File: config.mk
export PLATFORM = sky130hd
export DESIGN_NAME = instruction_decode_unit
export DESIGN_NICKNAME = d
export VERILOG_FILES = /design/src/rtl/mpc_defines.sv /design/src/rtl/sync_fifo.sv /design/src/rtl/instruction_decode_unit.sv
export SDC_FILE = /design/constraint.sdc
export NUM_CORES = 1
export LEC_CHECK = 0
export BUFFER_PORTS_ARGS = -buffer_cell sky130_fd_sc_hd__buf_2
export CORE_MARGIN = 1
export CORE_UTILIZATION = 50
export DETAILED_ROUTE_END_ITERATION = 16
export GPL_TIMING_DRIVEN = 0
export PLACE_DENSITY = 0.73
export SETUP_SLACK_MARGIN = 0.1
export SYNTH_ARGS = -nofsm -noshare
export SYNTH_HDL_FRONTEND = slang
export SYNTH_SLANG_ARGS = --single-unit
File: constraint.sdc
create_clock -name clk -period 3.15 [get_ports clk]
set_input_delay 0.1575 -clock clk [delete_from_list [all_inputs] [get_ports clk]]
set_output_delay 0.1575 -clock clk [all_outputs]
set_load 0.05 [all_outputs]
File: src/rtl/mpc_defines.sv
// Shared decode definitions: register/immediate/target widths, the
// opcode and COP1 format constants, and the illegal-opcode table that
// the optional DECODE_ILLEGAL_TRAP_EN build uses.
package mpc_defines;

    localparam int INTERNAL_REGISTER_WIDTH = 5;
    localparam int IMMEDIATE_WIDTH         = 16;
    localparam int TARGET_ADDR_WIDTH       = 26;
    localparam int OPCODE_WIDTH            = 6;
    localparam int FUNCT_WIDTH             = 6;
    localparam int FMT_WIDTH               = 5;

    localparam logic [OPCODE_WIDTH-1:0] OP_SPECIAL = 6'h00;
    localparam logic [OPCODE_WIDTH-1:0] OP_COP1    = 6'h11;
    localparam logic [OPCODE_WIDTH-1:0] OP_LW      = 6'h23;
    localparam logic [OPCODE_WIDTH-1:0] OP_SW      = 6'h2B;

    localparam logic [FMT_WIDTH-1:0] FMT_S = 5'h10;
    localparam logic [FMT_WIDTH-1:0] FMT_D = 5'h11;

    // Opcodes the core does not implement; only consulted when the
    // illegal-instruction trap is built in.
    function automatic logic is_illegal_opcode(input logic [OPCODE_WIDTH-1:0] op);
        logic illegal;
        illegal = 1'b0;
        case (op)
            6'h12, 6'h13,
            6'h1C, 6'h1D, 6'h1E, 6'h1F,
            6'h32, 6'h33,
            6'h36, 6'h37, 6'h38,
            6'h3A, 6'h3B,
            6'h3E, 6'h3F: illegal = 1'b1;
            default:      illegal = 1'b0;
        endcase
        return illegal;
    endfunction

endpackage

File: src/rtl/sync_fifo.sv
// Single-clock FIFO with power-of-two depth. Pointers wrap naturally;
// occupancy is kept in a separate counter one bit wider than the
// pointers so that full and empty are unambiguous. Flush empties it.
module sync_fifo #(
    parameter int WIDTH = 64,
    parameter int DEPTH = 4
) (
    input  logic                     clk,
    input  logic                     resetn,
    input  logic                     push,
    input  logic [WIDTH-1:0]         push_data,
    input  logic                     pop,
    input  logic                     flush,
    output logic [WIDTH-1:0]         head_data,
    output logic                     full,
    output logic                     empty,
    output logic [$clog2(DEPTH):0]   count
);

    localparam int PTR_W = $clog2(DEPTH);

    logic [WIDTH-1:0] mem_q [DEPTH];
    logic [PTR_W-1:0] wr_ptr_q, wr_ptr_d;
    logic [PTR_W-1:0] rd_ptr_q, rd_ptr_d;
    logic [PTR_W:0]   count_q, count_d;
    logic             do_push, do_pop;

    assign full      = (count_q == (PTR_W+1)'(DEPTH));
    assign empty     = (count_q == '0);
    assign count     = count_q;
    assign head_data = mem_q[rd_ptr_q];
    assign do_push   = push && !full && !flush;
    assign do_pop    = pop && !empty && !flush;

    // Next pointer/occupancy state; flush wins over any push or pop.
    always_comb begin
        wr_ptr_d = wr_ptr_q;
        rd_ptr_d = rd_ptr_q;
        count_d  = count_q;
        if (flush) begin
            wr_ptr_d = '0;
            rd_ptr_d = '0;
            count_d  = '0;
        end else begin
            if (do_push) wr_ptr_d = wr_ptr_q + PTR_W'(1);
            if (do_pop)  rd_ptr_d = rd_ptr_q + PTR_W'(1);
            case ({do_push, do_pop})
                2'b10:   count_d = count_q + (PTR_W+1)'(1);
                2'b01:   count_d = count_q - (PTR_W+1)'(1);
                default: count_d = count_q;
            endcase
        end
    end

    // Pointer and occupancy registers.
    always_ff @(posedge clk or negedge resetn) begin
        if (!resetn) begin
            wr_ptr_q <= '0;
            rd_ptr_q <= '0;
            count_q  <= '0;
        end else begin
            wr_ptr_q <= wr_ptr_d;
            rd_ptr_q <= rd_ptr_d;
            count_q  <= count_d;
        end
    end

    // Storage needs no reset: an entry is only read after it was written.
    always_ff @(posedge clk) begin
        if (do_push) mem_q[wr_ptr_q] <= push_data;
    end

endmodule

File: src/rtl/instruction_decode_unit.sv
// Decode stage: buffers fetched {instruction, PC} pairs in a FIFO,
// decodes the head and hands it to the schedule unit through a
// registered valid/ready slot. Optional macro DECODE_ILLEGAL_TRAP_EN
// drops unimplemented opcodes and reports them on oIllegal/oIllegalPc.
module instruction_decode_unit
    import mpc_defines::*;
#(
    parameter int DEPTH         = 4,
    parameter int INSTR_WIDTH   = 32,
    parameter int REG_IDX_WIDTH = INTERNAL_REGISTER_WIDTH
) (
    input  logic                         clk,
    input  logic                         resetn,
    input  logic                         iFlush,
    input  logic                         iInstrValid,
    input  logic [INSTR_WIDTH-1:0]       iInstr,
    input  logic [INSTR_WIDTH-1:0]       iPc,
    output logic                         oInstrReady,
    output logic                         oValid,
    input  logic                         iReady,
    output logic [REG_IDX_WIDTH-1:0]     oRs,
    output logic [REG_IDX_WIDTH-1:0]     oRt,
    output logic [REG_IDX_WIDTH-1:0]     oRd,
    output logic [IMMEDIATE_WIDTH-1:0]   oImmediate,
    output logic [TARGET_ADDR_WIDTH-1:0] oTargetAddr,
    output logic [OPCODE_WIDTH-1:0]      oOpcode,
    output logic [FUNCT_WIDTH-1:0]       oFunct,
    output logic                         oSFPInstruction,
    output logic                         oDFPInstruction,
`ifdef DECODE_ILLEGAL_TRAP_EN
    output logic                         oIllegal,
    output logic [INSTR_WIDTH-1:0]       oIllegalPc,
`endif
    output logic [INSTR_WIDTH-1:0]       oPc
);

    localparam int CNT_W = $clog2(DEPTH) + 1;

    logic                     fifo_push, fifo_pop, fifo_full, fifo_empty;
    logic [CNT_W-1:0]         fifo_count, count_next;
    logic [2*INSTR_WIDTH-1:0] head_data;
    logic [INSTR_WIDTH-1:0]   head_instr, head_pc;
    logic                     head_illegal, slot_load;

    logic                         in_ready_q, in_ready_d;
    logic                         valid_q, valid_d;
    logic [REG_IDX_WIDTH-1:0]     rs_q, rs_d, rt_q, rt_d, rd_q, rd_d;
    logic [IMMEDIATE_WIDTH-1:0]   imm_q, imm_d;
    logic [TARGET_ADDR_WIDTH-1:0] target_q, target_d;
    logic [OPCODE_WIDTH-1:0]      opcode_q, opcode_d;
    logic [FUNCT_WIDTH-1:0]       funct_q, funct_d;
    logic                         sfp_q, sfp_d, dfp_q, dfp_d;
    logic [INSTR_WIDTH-1:0]       pc_q, pc_d;
    logic                         illegal_q, illegal_d;
    logic [INSTR_WIDTH-1:0]       illegal_pc_q, illegal_pc_d;

    logic [REG_IDX_WIDTH-1:0]     dec_rs, dec_rt, dec_rd;
    logic                         dec_sfp, dec_dfp;

    assign head_instr = head_data[2*INSTR_WIDTH-1:INSTR_WIDTH];
    assign head_pc    = head_data[INSTR_WIDTH-1:0];

`ifdef DECODE_ILLEGAL_TRAP_EN
    assign head_illegal = is_illegal_opcode(head_instr[31:26]);
`else
    assign head_illegal = 1'b0;
`endif

    // An illegal head is discarded without waiting for the output slot.
    assign fifo_push = iInstrValid && in_ready_q && !fifo_full && !iFlush;
    assign fifo_pop  = !fifo_empty && !iFlush && (head_illegal || !valid_q || iReady);
    assign slot_load = fifo_pop && !head_illegal;

    sync_fifo #(
        .WIDTH (2*INSTR_WIDTH),
        .DEPTH (DEPTH)
    ) u_fifo (
        .clk       (clk),
        .resetn    (resetn),
        .push      (fifo_push),
        .push_data ({iInstr, iPc}),
        .pop       (fifo_pop),
        .flush     (iFlush),
        .head_data (head_data),
        .full      (fifo_full),
        .empty     (fifo_empty),
        .count     (fifo_count)
    );

    // Field decode of the FIFO head; COP1 moves fs/ft/fd into rs/rt/rd.
    always_comb begin
        dec_rs  = REG_IDX_WIDTH'(head_instr[25:21]);
        dec_rt  = REG_IDX_WIDTH'(head_instr[20:16]);
        dec_rd  = REG_IDX_WIDTH'(head_instr[15:11]);
        dec_sfp = 1'b0;
        dec_dfp = 1'b0;
        if (head_instr[31:26] == OP_COP1) begin
            dec_rs  = REG_IDX_WIDTH'(head_instr[15:11]);
            dec_rt  = REG_IDX_WIDTH'(head_instr[20:16]);
            dec_rd  = REG_IDX_WIDTH'(head_instr[10:6]);
            dec_sfp = (head_instr[25:21] == FMT_S);
            dec_dfp = (head_instr[25:21] == FMT_D);
        end
    end

    // Next state of the output slot, input-ready flag and illegal report.
    always_comb begin
        count_next   = fifo_count + CNT_W'(fifo_push) - CNT_W'(fifo_pop);
        in_ready_d   = iFlush ? 1'b1 : (count_next < CNT_W'(DEPTH));
        valid_d      = valid_q;
        rs_d         = rs_q;
        rt_d         = rt_q;
        rd_d         = rd_q;
        imm_d        = imm_q;
        target_d     = target_q;
        opcode_d     = opcode_q;
        funct_d      = funct_q;
        sfp_d        = sfp_q;
        dfp_d        = dfp_q;
        pc_d         = pc_q;
        illegal_d    = fifo_pop && head_illegal;
        illegal_pc_d = illegal_d ? head_pc : illegal_pc_q;
        if (iFlush) begin
            valid_d = 1'b0;
        end else if (slot_load) begin
            valid_d  = 1'b1;
            rs_d     = dec_rs;
            rt_d     = dec_rt;
            rd_d     = dec_rd;
            imm_d    = head_instr[15:0];
            target_d = head_instr[25:0];
            opcode_d = head_instr[31:26];
            funct_d  = head_instr[5:0];
            sfp_d    = dec_sfp;
            dfp_d    = dec_dfp;
            pc_d     = head_pc;
        end else if (iReady) begin
            valid_d = 1'b0;
        end
    end

    // Output slot registers; everything clears asynchronously on reset.
    always_ff @(posedge clk or negedge resetn) begin
        if (!resetn) begin
            in_ready_q   <= 1'b0;
            valid_q      <= 1'b0;
            rs_q         <= '0;
            rt_q         <= '0;
            rd_q         <= '0;
            imm_q        <= '0;
            target_q     <= '0;
            opcode_q     <= '0;
            funct_q      <= '0;
            sfp_q        <= 1'b0;
            dfp_q        <= 1'b0;
            pc_q         <= '0;
            illegal_q    <= 1'b0;
            illegal_pc_q <= '0;
        end else begin
            in_ready_q   <= in_ready_d;
            valid_q      <= valid_d;
            rs_q         <= rs_d;
            rt_q         <= rt_d;
            rd_q         <= rd_d;
            imm_q        <= imm_d;
            target_q     <= target_d;
            opcode_q     <= opcode_d;
            funct_q      <= funct_d;
            sfp_q        <= sfp_d;
            dfp_q        <= dfp_d;
            pc_q         <= pc_d;
            illegal_q    <= illegal_d;
            illegal_pc_q <= illegal_pc_d;
        end
    end

    assign oInstrReady     = in_ready_q;
    assign oValid          = valid_q;
    assign oRs             = rs_q;
    assign oRt             = rt_q;
    assign oRd             = rd_q;
    assign oImmediate      = imm_q;
    assign oTargetAddr     = target_q;
    assign oOpcode         = opcode_q;
    assign oFunct          = funct_q;
    assign oSFPInstruction = sfp_q;
    assign oDFPInstruction = dfp_q;
    assign oPc             = pc_q;
`ifdef DECODE_ILLEGAL_TRAP_EN
    assign oIllegal        = illegal_q;
    assign oIllegalPc      = illegal_pc_q;
`endif

endmodule

# After elaboration in Yosys (flattened, before gate mapping)
# Memories as Yosys holds them, arrays and structs flattened.
# Index checks and enable logic that the tools add are counted.
dict set report op_classes {
  add_sub_neg 6
  magnitude_cmp 1
  eq_ne 6
  muxes 16
  bitwise_logic 1
  n_reduce_logical 20
}
# op count
set op_table {}
lappend op_table {{$eq 5x5->1 const B} 2}
lappend op_table {{$mux 5} 2}
lappend op_table {{$logic_and 1x1->1} 9}
lappend op_table {{$mux 1} 8}
lappend op_table {{$mux 2} 4}
lappend op_table {{$eq 6x5->1 const B} 1}
lappend op_table {{$pmux 3 s2} 1}
lappend op_table {{$reduce_bool 3->1} 2}
lappend op_table {{$add 2x1->2 const B} 2}
lappend op_table {{$logic_not 1->1} 4}
lappend op_table {{$reduce_bool 2->1} 2}
lappend op_table {{$add 3x1->3} 1}
lappend op_table {{$add 3x1->3 const B} 1}
lappend op_table {{$eq 3x3->1 const B} 1}
lappend op_table {{$logic_not 3->1} 1}
lappend op_table {{$lt 3x3->1 const B} 1}
lappend op_table {{$mux 3} 1}
lappend op_table {{$sub 3x1->3} 1}
lappend op_table {{$sub 3x1->3 const B} 1}
lappend op_table {{$eq 2x1->1 const B} 1}
lappend op_table {{$eq 2x2->1 const B} 1}
lappend op_table {{$reduce_and 2->1} 1}
lappend op_table {{$logic_or 1x1->1} 1}
lappend op_table {{$not 1->1} 1}
dict set report totals {
  reg_bits 112
  mem_bits_rw 256
  in_bits 69
  out_inout_bits 105
  word_cells 66
  memories 1
}
# name words width rd rd_clocked_by_memory_dff write_ports line
set memory_table {}
lappend memory_table {u_fifo.mem_q 4 64 1 0 1 sync_fifo.sv:22} ;# logic [WIDTH-1:0] mem_q [DEPTH];

# Depth between registers and ports, before layout
dict set report depth {
  word_depth 9
  ltp_mapped 12
  ltp_nobuf 9
}

# Modules after synthesis
# From an unflattened synthesis, not the netlist that was laid out.
dict set report hier_totals {
  cells_unflattened 648
  hier_area_um2 13151.4
}
# module instances cells_each area_per_inst_um2 seq_area_each_um2
set by_module_without_submodules {}
lappend by_module_without_submodules {sync_fifo 1 398 9785.6 7862.5}
lappend by_module_without_submodules {instruction_decode_unit 1 250 3365.7 1951.9}

# Worst setup path after synthesis
# No wires, ideal clock.
dict set report synth_path {
  path_kind {register to register}
  from {register in_ready_q, in the netlist oInstrReady}
  to {memory u_fifo.mem_q[0][0], enable pin}
  setup_ns 0.429
  arrival_time_ns 3.037
  t_required_ns 2.721
  setup_slack_ns -0.316
  path_stages_with_launch 5
  path_buffers 1
  period_less_slack_ns 3.466
  path_cell_list {dfrtp_1 -> nand2_1 -> a311oi_2 -> clkbuf_1 -> and2_1}
}
dict set report synth_between {
  elab_chain_len 7
}
# item line
set synth_rtl {}
lappend synth_rtl {{start: declaration} instruction_decode_unit.sv:45} ;# logic in_ready_q, in_ready_d;
lappend synth_rtl {{start signal: assignment} instruction_decode_unit.sv:160} ;# in_ready_q <= in_ready_d;
lappend synth_rtl {{$logic_and 1x1->1 (3 in a row)} instruction_decode_unit.sv:70} ;# assign fifo_push = iInstrValid && in_ready_q && !fifo_full && !iFlush;
lappend synth_rtl {{$logic_and 1x1->1 (2 in a row)} sync_fifo.sv:32} ;# assign do_push = push && !full && !flush;
lappend synth_rtl {{$mux 1} sync_fifo.sv:70} ;# if (do_push) mem_q[wr_ptr_q] <= push_data;
lappend synth_rtl {{$mux 1 (not written as such)} sync_fifo.sv:70}
lappend synth_rtl {{end: declaration} sync_fifo.sv:22}
# Every way passes these cells.

# Worst setup path in the final report
dict set report layout_path {
  from {register u_fifo.count_q[1], in the netlist u_fifo.count[1]}
  to {register in_ready_q, in the netlist oInstrReady}
}
dict set report layout_between {
  elab_chain_len 8
  elab_cells_between_ends 12
  cone_classes {add/sub: 2; order compare: 1; eq/ne: 1; mux: 1; reduce/logical: 7}
}
# item line
set layout_rtl {}
lappend layout_rtl {{start: declaration} sync_fifo.sv:25} ;# logic [PTR_W:0] count_q, count_d;
lappend layout_rtl {{start signal: assignment} sync_fifo.sv:64} ;# count_q <= count_d;
lappend layout_rtl {{$eq 3x3->1} sync_fifo.sv:28} ;# assign full = (count_q == (PTR_W+1)'(DEPTH));
lappend layout_rtl {{$logic_not 1->1} instruction_decode_unit.sv:70}
lappend layout_rtl {{$logic_and 1x1->1 (2 in a row)} instruction_decode_unit.sv:70}
lappend layout_rtl {{$add 3x1->3} instruction_decode_unit.sv:108} ;# count_next = fifo_count + CNT_W'(fifo_push) - CNT_W'(fifo_pop);
lappend layout_rtl {{$sub 3x1->3 (*)} instruction_decode_unit.sv:108}
lappend layout_rtl {{$lt 3x3->1 (*)} instruction_decode_unit.sv:109} ;# in_ready_d = iFlush ? 1'b1 : (count_next < CNT_W'(DEPTH));
lappend layout_rtl {{$mux 1 (*)} instruction_decode_unit.sv:109}
lappend layout_rtl {{via in_ready_d} instruction_decode_unit.sv:45}
# The timed path passes the listed nets; every way through them passes the cells marked *.
# A chain may end at the register's enable or synchronous reset.

==> flow_summary.ini <==
[drt]
postRouteAntennaNets = 0
wl_mm = 26.2
via_per_inst = 5.19
drc = 0
wire_per_inst_um = 18.9
first_pass_iters = 5
vias = 7203
drtIter0Drc = 576

[final_layout]
syn_to_final_growth_pct = 25.1
final_area_um2 = 16300
drive_above_1_share_pct = 33.4
n_fill_cell = 1808
final_nets = 1109
antenna_cells = 0
stdcell_count = 1389

[yosys]
async_reset_ff_share_pct = 24.9
synth_edf_count = 256
synth_ff_type = edfxtp_1
synth.distinct_cells = 41
synth_area_leaders = edfxtp_1, dfrtp_1, mux4_2
seq_area_frac_synth_pct = 75.5
syn_area_um2 = 13000
synth.top_cell.area_share_pct = 59.1
synthCells = 750
synth.ff_latch_count = 341
ys_warn_count = 0
synth_fp_nets = 826
yosys.area.top_type = edfxtp_1
syn_avg_cell_area_um2 = 17.3

[timing]
clock.fmax_ghz = 0.351
tightest_slew_ns = 0.697
maxSlewHeadroom_pct = 53.5
holdWs_ns = 0.173
rsz0062_at_grt = false
slew_violations = 0
finalSetupTns_ns = 0
min_period_ns = 2.85
finalHoldViolCount = 0
fin_crit_sh_pct = 90.5
clock-skew-final_ns = 0.0125
setup_violations = 0

[clock_tree]
numCtsBuffers = 37
clockBufferDepth = 3
clkTransAtPathRegs_ns = 0.06
cts_max_level = 2
postCtsSetupRepairBufs = 0
cts_tree = built
clock-sinks = 341
cts-root-buf = clkbuf_16
clk_latency_ns = 0.50

[floorplanning]
io_pins = 174
start_util_pct = 51.3
die_h_um = 163
core_um2 = 25300
dieArea_um2 = 26600
die_w_um = 163
placementRows = 58

[global_route]
grt_util_met3_pct = 3.94
antenna_found_initial = 0
grt_use_total_pct = 20.4
overflow = 0
grt_pass1_vias = 7440
grt_pass1_wl_mm = 40.6
use_met2_pct = 34.9
gr-usage-met1_pct = 27.0
grt_max_degree = 56
grt-busiest-layer = met2

[placement]
postPlaceCellArea_um2 = 14400
placed_cells = 1258
dp_hpwl_mm = 16.2
io_buffers = 173
finalWeightedCongestion = 0.761

[critical_path]
crit_type = flip-flop to flip-flop
r2r-start = u_fifo.count[1]$_DFFE_PN0P_
critPathMaxFanout = 10
start_kind = flip-flop
rrSetupSlack_ns = 0.30
endpoint_kind = flip-flop
worstPathRequired_ns = 3.53
path_cells = nor3_2, or3_1, buf_2, inv_2, buf_2, buf_2, ha_1, inv_1, ha_1, a31oi_1, xnor2_1, nand2b_1
max_stage_delay_ns = 0.46
worstRegToRegCells = 12
arrival_ns = 3.23
worstReg2RegEnd = oInstrReady$_DFF_PN0_
cp_common_cell = buf_2
cp_slowest_cell = dfrtp_1

[power_and_ir_drop]
p_leak_nw = 6.49
ir_worst_vdd_uv = 936
power_density_nw_per_um2 = 975

[outcome]
status = finished clean

[hold_path]
min_path_type = input pin to asynchronous set/reset pin

[job]
drv_cap = 0
-- worst max-delay path by stage --
stage | start | endpoint | slack [ns]
floorplan | oInstrReady$_DFF_PN0_ | u_fifo.mem_q[0][0]$_DFFE_PP_ | 0.37
global placement | u_fifo.count[0]$_DFFE_PN0P_ | u_fifo.mem_q[3][8]$_DFFE_PP_ | -0.21
detailed placement | u_fifo.count[1]$_DFFE_PN0P_ | u_fifo.count[2]$_DFFE_PN0P_ | 0.22
CTS | u_fifo.count[1]$_DFFE_PN0P_ | u_fifo.count[2]$_DFFE_PN0P_ | 0.20
global route | u_fifo.count[1]$_DFFE_PN0P_ | oInstrReady$_DFF_PN0_ | 0.14
finish | u_fifo.count[1]$_DFFE_PN0P_ | oInstrReady$_DFF_PN0_ | 0.30
-- cells in the final DEF (no fill, tap or decap), types with 2 or more instances in the layout --
master and count:
buf_16 4, bufinv_16 3, a21oi_1 11, clkinv_1 6
buf_12 2, clkbuf_8 2, and2_4 4, inv_1 8
inv_6 3, or3_1 2, dfrtp_1 85, ha_1 6
mux2i_1 10, clkbuf_16 37, buf_2 189, nand2_1 192
o21ai_1 2, mux4_2 62, mux4_1 2, dlygate4sd3_1 66
xnor2_1 4, clkinv_2 6, clkbuf_1 17, buf_6 2
nor3_1 3, nand2b_1 2, edfxtp_1 256, o21ai_0 4
nor2_1 15, buf_4 29
-- repair_timing --
action	in CTS	in global routing
endpoints found under the hold margin	287	0
hold buffers	66	0
gates resized for setup	0	2
endpoints found under the setup margin	0	3
-- Yosys cell counts (2+ instances only) --
master,n
buf_1,2
mux2i_1,10
a21oi_1,11
o21ai_0,4
ha_1,6
nor2_1,15
or3_1,2
dfrtp_1,85
buf_4,28
edfxtp_1,256
mux4_1,2
inv_1,8
nand2_1,192
buf_6,2
and2_1,5
nand2b_1,2
mux4_2,62
buf_2,17
clkbuf_1,12
nor3_1,4
xnor2_1,4
o21ai_1,2
-- cells by family (layout without fill, tap and decap cells) --
logic type | count (synthesis) | in the layout | share of synthesized area (%)
simple gates | 228 | 228 | 7.10
compound gates | 23 | 23 | 1.07
mux | 75 | 75 | 12.0
fa+ha+maj | 7 | 7 | 0.731
xor+xnor | 5 | 5 | 0.337
buf+inv | 71 | 380 | 3.26
flops | 341 | 341 | 75.5
-- flip-flops by register name, indices dropped and copies added, names as in the netlist --
name and count:
oPc 32, u_fifo.wr_ptr_q 2, oInstrReady 1, oRd 5, oImmediate 15, u_fifo.mem_q 256
u_fifo.count 3, oOpcode 6, oDFPInstruction 1, oSFPInstruction 1, u_fifo.rd_ptr_q 2, oValid 1
oTargetAddr 7, oRt 4, oRs 5
-- stage by stage --
stage | util [%] | setup slack (ns) | total power [mW]
2_1_floorplan | - | 0.375 | 10.3
3_3_place_gp | 56.4 | -0.210 | 11.6
3_5_place_dp | 56.9 | 0.216 | 11.8
4_1_cts | 64.2 | 0.199 | 16.0
5_1_grt | 64.2 | 0.143 | 16.6
6_report | 64.2 | 0.301 | 15.8
-- worst max-delay path, delay by kind of cell, from the launching register on --
| kind | cells | cell delay [ns] |
|---|---|---|
| buffers and inverters | 5 | 0.98 |
| adders and majority gates | 2 | 0.44 |
| AOI/OAI and AO/OA | 1 | 0.20 |
| DFF | 1 | 0.46 |
| and+or+nand+nor | 3 | 0.52 |
| xor gates and xnor gates | 1 | 0.14 |
-- final cells by class --
type / count / area (µm²) / area share, %
repair buffers: 244 / 1660 / 10.2
plain buffers: 62 / 392 / 2.41
flip-flops and latches: 341 / 9810 / 60.4
inverters: 9 / 33.8 / 0.208
multi-input cells: 338 / 2780 / 17.1
clock buffers: 44 / 972 / 5.98
clock inverters: 21 / 196 / 1.21
well taps: 330 / 413 / 2.54
-- metal layers --
layer / part of all wire, % / routed length (µm)
met4: 1.5 / 395
met5: 0 / 0
met3: 5.2 / 1370
met2: 51 / 13300
met1: 43 / 11200
-- power breakdown --
group / switching, mW / internal (mW)
registers: 0.378 / 5.57
clock network: 1.68 / 2.46
logic: 3.97 / 1.79
total: 6.03 / 9.82
Power figures use the tool's default switching activity.
